`src/rtl/cla_seq_adder_if.sv`:
```
// Operand and result handshake bundle for the nibble-serial CLA adder.
// The master side supplies operands and accepts results; the slave side computes.
interface cla_seq_adder_if #(
    parameter int NIBBLES = 4
);
    localparam int W = 4 * NIBBLES;

    logic         in_valid;
    logic         in_ready;
    logic [W-1:0] a;
    logic [W-1:0] b;
    logic         cin;
    logic         out_valid;
    logic         out_ready;
    logic [W-1:0] sum;
    logic         cout;
    logic         ovf;

    modport master (
        output in_valid, a, b, cin, out_ready,
        input  in_ready, out_valid, sum, cout, ovf
    );

    modport slave (
        input  in_valid, a, b, cin, out_ready,
        output in_ready, out_valid, sum, cout, ovf
    );
endinterface

```
`src/rtl/cla_seq_adder.sv`:
```
// Wide adder that reuses one 4-bit carry-lookahead slice, one nibble per clock,
// least-significant nibble first, with valid/ready on both sides.
module cla_seq_adder #(
    parameter int NIBBLES = 4
) (
    input logic              clk,
    input logic              rst,
    cla_seq_adder_if.slave   bus
);
    localparam int W  = 4 * NIBBLES;
    localparam int IW = (NIBBLES > 1) ? $clog2(NIBBLES) : 1;

    typedef enum logic [1:0] {
        S_IDLE,
        S_ADD,
        S_DONE
    } state_t;

    state_t         r_state;
    logic           r_in_ready;
    logic           r_out_valid;
    logic [W-1:0]   r_a_sh;
    logic [W-1:0]   r_b_sh;
    logic [W-1:0]   r_sum_sh;
    logic           r_carry;
    logic [IW-1:0]  r_idx;
    logic           r_cout;
    logic           r_ovf;

    logic [3:0]     w_g;
    logic [3:0]     w_p;
    logic [3:0]     w_c;
    logic           w_c4;
    logic [3:0]     w_nib;
    logic [W+3:0]   w_cat;
    logic [W-1:0]   w_sum_next;
    logic           w_last;

    assign w_g = r_a_sh[3:0] & r_b_sh[3:0];
    assign w_p = r_a_sh[3:0] ^ r_b_sh[3:0];

    assign w_c[0] = r_carry;
    assign w_c[1] = w_g[0] | (w_p[0] & r_carry);
    assign w_c[2] = w_g[1] | (w_p[1] & w_g[0])
                  | (w_p[1] & w_p[0] & r_carry);
    assign w_c[3] = w_g[2] | (w_p[2] & w_g[1])
                  | (w_p[2] & w_p[1] & w_g[0])
                  | (w_p[2] & w_p[1] & w_p[0] & r_carry);
    assign w_c4   = w_g[3] | (w_p[3] & w_g[2])
                  | (w_p[3] & w_p[2] & w_g[1])
                  | (w_p[3] & w_p[2] & w_p[1] & w_g[0])
                  | (w_p[3] & w_p[2] & w_p[1] & w_p[0] & r_carry);

    assign w_nib = w_p ^ w_c;

    // New nibble enters at the top; works for any W including W==4.
    assign w_cat      = {w_nib, r_sum_sh};
    assign w_sum_next = w_cat[W+3:4];
    assign w_last     = (r_idx == IW'(NIBBLES - 1));

    always_ff @(posedge clk) begin
        if (rst) begin
            r_state     <= S_IDLE;
            r_in_ready  <= 1'b1;
            r_out_valid <= 1'b0;
            r_a_sh      <= '0;
            r_b_sh      <= '0;
            r_sum_sh    <= '0;
            r_carry     <= 1'b0;
            r_idx       <= '0;
            r_cout      <= 1'b0;
            r_ovf       <= 1'b0;
        end else begin
            unique case (r_state)
                S_IDLE: begin
                    if (bus.in_valid) begin
                        r_a_sh     <= bus.a;
                        r_b_sh     <= bus.b;
                        r_carry    <= bus.cin;
                        r_idx      <= '0;
                        r_in_ready <= 1'b0;
                        r_state    <= S_ADD;
                    end
                end
                S_ADD: begin
                    r_sum_sh <= w_sum_next;
                    r_a_sh   <= r_a_sh >> 4;
                    r_b_sh   <= r_b_sh >> 4;
                    r_carry  <= w_c4;
                    r_idx    <= r_idx + IW'(1);
                    if (w_last) begin
                        r_cout      <= w_c4;
                        r_ovf       <= (r_a_sh[3] ^ r_b_sh[3] ^ w_nib[3]) ^ w_c4;
                        r_out_valid <= 1'b1;
                        r_state     <= S_DONE;
                    end
                end
                S_DONE: begin
                    if (bus.out_ready) begin
                        r_out_valid <= 1'b0;
                        r_in_ready  <= 1'b1;
                        r_state     <= S_IDLE;
                    end
                end
                default: begin
                    r_state     <= S_IDLE;
                    r_in_ready  <= 1'b1;
                    r_out_valid <= 1'b0;
                end
            endcase
        end
    end

    assign bus.in_ready  = r_in_ready;
    assign bus.out_valid = r_out_valid;
    assign bus.sum       = r_sum_sh;
    assign bus.cout      = r_cout;
    assign bus.ovf       = r_ovf;
endmodule
```
`src/flat_wrapper.sv`:
```
// flat-port wrapper written by rule: the top's interface ports become plain ports
module cla_seq_adder_flat 
#(
    parameter int NIBBLES = 4
)
  (clk, rst, bus_in_valid, bus_a, bus_b, bus_cin, bus_out_ready, bus_in_ready, bus_out_valid, bus_sum, bus_cout, bus_ovf);
  cla_seq_adder_if #(.NIBBLES(NIBBLES)) bus_i ();
  input logic clk;
  input logic rst;
  input wire logic [$bits(bus_i.in_valid)-1:0] bus_in_valid;
  input wire logic [$bits(bus_i.a)-1:0] bus_a;
  input wire logic [$bits(bus_i.b)-1:0] bus_b;
  input wire logic [$bits(bus_i.cin)-1:0] bus_cin;
  input wire logic [$bits(bus_i.out_ready)-1:0] bus_out_ready;
  output wire logic [$bits(bus_i.in_ready)-1:0] bus_in_ready;
  output wire logic [$bits(bus_i.out_valid)-1:0] bus_out_valid;
  output wire logic [$bits(bus_i.sum)-1:0] bus_sum;
  output wire logic [$bits(bus_i.cout)-1:0] bus_cout;
  output wire logic [$bits(bus_i.ovf)-1:0] bus_ovf;
  assign bus_i.in_valid = bus_in_valid;
  assign bus_i.a = bus_a;
  assign bus_i.b = bus_b;
  assign bus_i.cin = bus_cin;
  assign bus_i.out_ready = bus_out_ready;
  assign bus_in_ready = bus_i.in_ready;
  assign bus_out_valid = bus_i.out_valid;
  assign bus_sum = bus_i.sum;
  assign bus_cout = bus_i.cout;
  assign bus_ovf = bus_i.ovf;
  cla_seq_adder #(.NIBBLES(NIBBLES)) u_core (.clk(clk), .rst(rst), .bus(bus_i));
endmodule
```
`config.mk`:
```
export PLATFORM = sky130hd
export DESIGN_NAME = cla_seq_adder_flat
export DESIGN_NICKNAME = d
export VERILOG_FILES = /design/src/rtl/cla_seq_adder_if.sv /design/src/rtl/cla_seq_adder.sv /design/src/flat_wrapper.sv
export SDC_FILE = /design/constraint.sdc
export NUM_CORES = 1
export LEC_CHECK = 0
export BUFFER_PORTS_ARGS = -buffer_cell sky130_fd_sc_hd__buf_2
export CAP_MARGIN = 20
export CORE_MARGIN = 8
export CORE_UTILIZATION = 48
export CTS_BUF_LIST = sky130_fd_sc_hd__clkbuf_16
export DETAILED_ROUTE_END_ITERATION = 12
export PLACE_DENSITY_LB_ADDON = 0.08
export RECOVER_POWER = 50
export SLEW_MARGIN = 5
export SYNTH_ARGS = -nofsm -noshare
export SYNTH_HDL_FRONTEND = slang
export SYNTH_SLANG_ARGS = --single-unit
```
`constraint.sdc`:
```
create_clock -name clk -period 1.55 [get_ports clk]
set_input_delay 0.0775 -clock clk [delete_from_list [all_inputs] [get_ports clk]]
set_output_delay 0.0775 -clock clk [all_outputs]
set_load 0.01 [all_outputs]
```
Word level (Yosys, flattened, before mapping)
Index checks and enable logic that the tools add are counted.

Bits in registers: 57. Input port bits: 37. Output and inout bits: 20. Logic and storage cells: 76.

Add/subtract/negate cells: 1. Eq/ne operators: 6. Mux-type cells: 18. Bitwise operators: 34. Reductions and logical operators: 7.

Operators with widths (count): $pmux W16 S2 (2); $mux W16 (2); $and A1 B1 Y1 (16); $or A1 B1 Y1 (10); $reduce_and A3 Y1 (3); $mux W2 (4); $xor A4 B4 Y4 (2); $pmux W1 S3 (2); $pmux W2 S3 (1); $mux W1 (5); $and A4 B4 Y4 (1); $eq A2 B2 Y1 const B (2); $ne A2 B2 Y1 const B (2); $pmux W2 S2 (1); $reduce_and A2 Y1 (2); $xor A1 B1 Y1 (3); $add A2 B1 Y2 const B (1); $eq A2 B1 Y1 const B (1); $logic_not A2 Y1 (1); $ne A2 B1 Y1 const B (1); $not A1 Y1 (2); $pmux W1 S2 (1); $reduce_bool A2 Y1 (1).

Logic depth before layout (Yosys ltp)
Word-level depth: 8. Depth in mapped cells: 6. Depth with buffers taken out: 5.

Worst setup path after synthesis
OpenSTA, ideal clock, no wires.

Path kind: flip-flop to flip-flop. From: reg u_core.r_b_sh[0]. To: reg u_core.r_cout, in the netlist u_core.bus.cout. Library setup time: 132 ps. Arrival: 1334 ps. Required time: 1418 ps. Path slack: 83 ps. Cell stages (with the launch flop): 6. Buffers on the path: 0. Period minus slack after synthesis: 1467 ps. Cells stage by stage: dfxtp_1 -> ha_1 -> a211oi_1 -> o21bai_1 -> a21oi_1 -> a311oi_1.

Cells in the longest elaborated chain, start to end: 4. Elaborated cells between the ends (all ways): 7. Classes of those cells: bitwise: 7.

Ends and longest elaborated chain: from (decl) (RTL line cla_seq_adder.sv:23) `logic [W-1:0] r_b_sh;`; from (signal assigned) (RTL line cla_seq_adder.sv:78) `r_b_sh <= bus.b;`; from (signal assigned) (RTL line cla_seq_adder.sv:88) `r_b_sh <= r_b_sh >> 4;`; $and A4 B4 Y4 or $xor A4 B4 Y4 (tied branches) (RTL line cla_seq_adder.sv:39, cla_seq_adder.sv:40); $and A1 B1 Y1 (on tied branches) (RTL line cla_seq_adder.sv:51, cla_seq_adder.sv:52); $or A1 B1 Y1 or $and A1 B1 Y1 (tied branches) (RTL line cla_seq_adder.sv:51, cla_seq_adder.sv:52); $or A1 B1 Y1 (*) (RTL line cla_seq_adder.sv:52) `| (w_p[3] & w_p[2] & w_p[1] & w_p[0] & r_carry);`; to (signal assigned) (RTL line cla_seq_adder.sv:92) `r_cout <= w_c4;`; to (decl) (RTL line cla_seq_adder.sv:27) `logic r_cout;`.

Every way passes the cells marked *; elsewhere a longest branch is shown, timed or not. A chain may end at the register's enable or synchronous reset.

Worst setup path in the final report
From: reg u_core.r_b_sh[1]. To: reg u_core.r_ovf, in the netlist u_core.bus.ovf.

Cells in the longest elaborated chain, start to end: 8. Elaborated cells between the ends (all ways): 21. Classes of those cells: bitwise: 21.

Ends and longest elaborated chain: $and A4 B4 Y4 or $xor A4 B4 Y4 (tied branches) (RTL line cla_seq_adder.sv:39, cla_seq_adder.sv:40); $and A1 B1 Y1 (on tied branches) (RTL line cla_seq_adder.sv:46, cla_seq_adder.sv:47, cla_seq_adder.sv:48); $or A1 B1 Y1 (tied with other cells) (RTL line cla_seq_adder.sv:46) `assign w_c[3] = w_g[2] | (w_p[2] & w_g[1])`; $or A1 B1 Y1 or $and A1 B1 Y1 (tied branches) (RTL line cla_seq_adder.sv:47, cla_seq_adder.sv:48); $or A1 B1 Y1 (RTL line cla_seq_adder.sv:48) `| (w_p[2] & w_p[1] & w_p[0] & r_carry);`; $xor A4 B4 Y4 (RTL line cla_seq_adder.sv:54) `assign w_nib = w_p ^ w_c;`; $xor A1 B1 Y1 (RTL line cla_seq_adder.sv:93) `r_ovf <= (r_a_sh[3] ^ r_b_sh[3] ^ w_nib[3]) ^ w_c4;`; $xor A1 B1 Y1 (*) (RTL line cla_seq_adder.sv:93); to (signal assigned) (RTL line cla_seq_adder.sv:93); to (decl) (RTL line cla_seq_adder.sv:28) `logic r_ovf;`.

Marked as above.

==> flow_summary.json <==
{
  "slew_headroom_pct": 64.98,
  "drtIter0Drc": 148,
  "p_leak_nw": 1.307,
  "gp_congestion": 0.7900,
  "hold_violations": 0,
  "num_rows": 26,
  "worstMarginPinSlew_ns": 0.5253,
  "synth_seq_area_share_pct": 44.77,
  "core_area_um2": 5107,
  "status": "complete, no violations",
  "wire_per_inst_um": 14.23,
  "dp.final_hpwl_um": 4215,
  "synth_compound_area_share_pct": 23.51,
  "die_h_um": 88.87,
  "synth_edf_count": 0,
  "worstRegToRegCells": 5,
  "path_clk_slew_ns": 0.05,
  "portBuffers": 56,
  "cts_sinks": 57,
  "min_delay_path_depth": 3,
  "syn2layout_area_growth_pct": 23.96,
  "diodes": 0,
  "grt_max_degree": 27,
  "required_ns": 1.74,
  "dp_slack_ns": 0.04497,
  "placed_cells": 420,
  "r2r_end": "u_core.bus.ovf",
  "ctsHtreeMaxLevel": 3,
  "ys_seq_elements": 57,
  "period_share_pct": 95.93,
  "synth_cell_types": 34,
  "path_class": "flip-flop to flip-flop",
  "via_count": 2285,
  "path_max_fanout": 3,
  "p_per_area_nw_per_um2": 1214,
  "grt_pass1_wl_um": 10260,
  "yosys-mux-area-fraction_pct": 0.3927,
  "setup-tns-final_ns": 0,
  "cts-buffers-inserted": 9,
  "max_freq_ghz": 0.6726,
  "fp.dieW_um": 88.87,
  "grt_pass1_vias": 2223,
  "synthArstFlopShare_pct": 0,
  "cp-start-kind": "flip-flop",
  "r2r_slack_ns": 0.06,
  "synthAdderAreaFrac_pct": 3.240,
  "maxCapViolCount": 0,
  "r2r-start": "u_core.r_b_sh[1]",
  "setup_viol": 0,
  "hp-class": "primary input to flip-flop",
  "arrival_ns": 1.68,
  "yosys.area_share.simple_pct": 22.68,
  "dieArea_um2": 7898,
  "cts_tree": "built",
  "synth_xor_xnor_area_share_pct": 0.3436,
  "wirelength_um": 6220,
  "worst_slack_ns": 0.06316,
  "cts-root-buf": "clkbuf_16",
  "via_per_inst": 5.229,
  "drc": 0,
  "track_usage_pct": 16.81,
  "fin_cells": 437,
  "finalMaxSlewViolations": 0,
  "first_pass_iters": 4,
  "drive_gt1_share_pct": 22.34,
  "ir_drop_v": 0.0006642,
  "overflow": 0,
  "nNetsFinal": 406,
  "synth_ff_type": "dfxtp_1",
  "synth_warnings": 0,
  "ios": 57,
  "path_cells": "ha_1 -> o21ai_0 -> o21bai_1 -> mux2i_1 -> o31ai_1",
  "antenna_found_initial": 0,
  "worst_path_max_delay_cell": "ha_1",
  "crit_family": "compound AO/OA/AOI/OAI gates",
  "insertion_delay_ns": 0.31,
  "min_from": "bus_a[15]",
  "cts_max_path_buffers": 2,
  "synth_nets": 349,
  "start_util_pct": 49.90,
  "fillers": 489,
  "antenna_left": 0,
  "holdPathEnd": "u_core.r_a_sh[15]",
  "synth_top_family_by_area": "compound AO/OA/AOI/OAI gates",
  "max_stage_delay_ns": 0.33,
  "crit_buf_inv": 0,
  "fin_skew_ns": 0.004690,
  "cp-end-kind": "flip-flop",
  "syn_area_per_cell_um2": 8.329,
  "syn_area_um2": 2549,
  "syn-instance-count": 306,
  "fin_crit_ns": 1.487
}
[final cells by class]
class / instances / area, um^2 / share of cell area [%]
tap: 70 / 87.58 / 2.772
clock buffer: 9 / 225.2 / 7.129
inverter: 4 / 15.01 / 0.4752
multi-input combinational: 220 / 1281 / 40.55
clock inverter: 6 / 26.28 / 0.8317
sequential: 57 / 1141 / 36.12
timing repair buffer: 71 / 382.9 / 12.12
[how the worst max path moves through the flow]
stage                           startpoint              end  slack [ns]  cells past startpoint
final                     u_core.r_b_sh[1]   u_core.bus.ovf        0.06                      5
after global routing      u_core.r_b_sh[0]   u_core.r_carry       -0.02                      5
after CTS                 u_core.r_b_sh[0]  u_core.bus.cout        0.03                      5
after detailed placement  u_core.r_b_sh[0]  u_core.bus.cout        0.04                      5
after global placement    u_core.r_b_sh[0]  u_core.bus.cout        0.08                      5
after floorplan           u_core.r_b_sh[0]  u_core.bus.cout        0.08                      5
[cells by family (layout without fill, tap and decap cells)]
group,count (synthesis),after routing
flops,57,57
xor+xnor,1,1
simple gates,127,127
buf+inv,29,90
mux,1,1
compound gates,85,85
fa+ha+maj,6,6
[state kept, by name, indices dropped and copies added (netlist names)]
register	cells
u_core.r_idx	2
u_core.bus.ovf	1
u_core.r_carry	1
u_core.bus.cout	1
u_core.r_b_sh	16
u_core.bus.out_valid	1
u_core.r_state	2
u_core.r_a_sh	16
u_core.bus.sum	16
u_core.bus.in_ready	1
[synthesized netlist by cell type (all sizes together) (2+ instances only)]
library cell | instances | area, um^2
nand2b | 3 | 18.77
nor2 | 58 | 222.7
dfxtp | 57 | 1141
o221a | 18 | 202.7
nor3 | 7 | 35.03
a211oi | 5 | 42.54
o21ai | 2 | 10.01
nor2b | 24 | 150.1
nand3b | 2 | 15.01
a22oi | 9 | 67.56
buf | 16 | 80.08
clkbuf | 9 | 33.78
ha | 5 | 62.56
inv | 4 | 15.01
nand2 | 29 | 108.9
a21oi | 44 | 220.2
[placed cells by master (no fill, tap or decap), drive strengths merged]
master / Yosys / layout
o31ai: 1 / 1
nand2: 29 / 29
a211oi: 5 / 5
clkbuf: 9 / 30
nand2b: 3 / 3
mux2i: 1 / 1
xnor2: 1 / 1
or2: 1 / 1
o21bai: 1 / 1
nor2b: 24 / 24
nor2: 58 / 58
fa: 1 / 1
dlygate4sd3: 0 / 2
a22oi: 9 / 9
buf: 16 / 48
a31oi: 1 / 1
o21ai: 2 / 2
o41ai: 1 / 1
clkinv: 0 / 6
and2b: 1 / 1
inv: 4 / 4
o32ai: 1 / 1
nor4b: 1 / 1
ha: 5 / 5
nand3: 1 / 1
a311oi: 1 / 1
a21oi: 44 / 44
o311ai: 1 / 1
nor3: 7 / 7
nand3b: 2 / 2
o221a: 18 / 18
dfxtp: 57 / 57
[worst min-delay path: cells and delay by family]
| kind | cells | cell delay (ns) |
|---|---|---|
| and+or+nand+nor | 1 | 0.08 |
| buffers and inverters | 1 | 0.07 |
| AOI/OAI and AO/OA | 1 | 0.05 |
[through the flow]
step                util, %  hold WS, ns  instance area (um^2)  total power, mW
floorplan                 -       0.2122                  2549            2.030
global placement      57.03       0.3151                  2913            2.198
detailed placement    57.03       0.3188                  2913            2.206
CTS                   62.35     0.001940                  3184            3.885
global route          61.86     0.009383                  3159            4.016
finish                61.86      0.01220                  3159            3.835
[where the power goes]
part	total, mW	internal (mW)	switching, mW
logic	0.547	0.254	0.293
clock network	1.66	1.04	0.615
registers	1.63	1.57	0.0631
[per-layer routing]
| metal | track usage [%] | vias up | wire length, um |
|---|---|---|---|
| li1 | - | 1183 | - |
| met1 | 21.03 | 1061 | 3082 |
| met2 | 26.15 | 37 | 2875 |
| met3 | 4.643 | 4 | 219 |
| met4 | 7.527 | 0 | 42 |
| met5 | 0 | - | 0 |
[repair_timing]
| item | in CTS | in global routing |
|---|---|---|
| hold buffers | 2 | 0 |
| endpoints found under the hold margin | 2 | 0 |
| endpoints found under the setup margin | 0 | 4 |
| buffers inserted | 0 | 0 |
| resized for setup | 0 | 1 |
No activity file was read; power rests on OpenSTA's default activity.
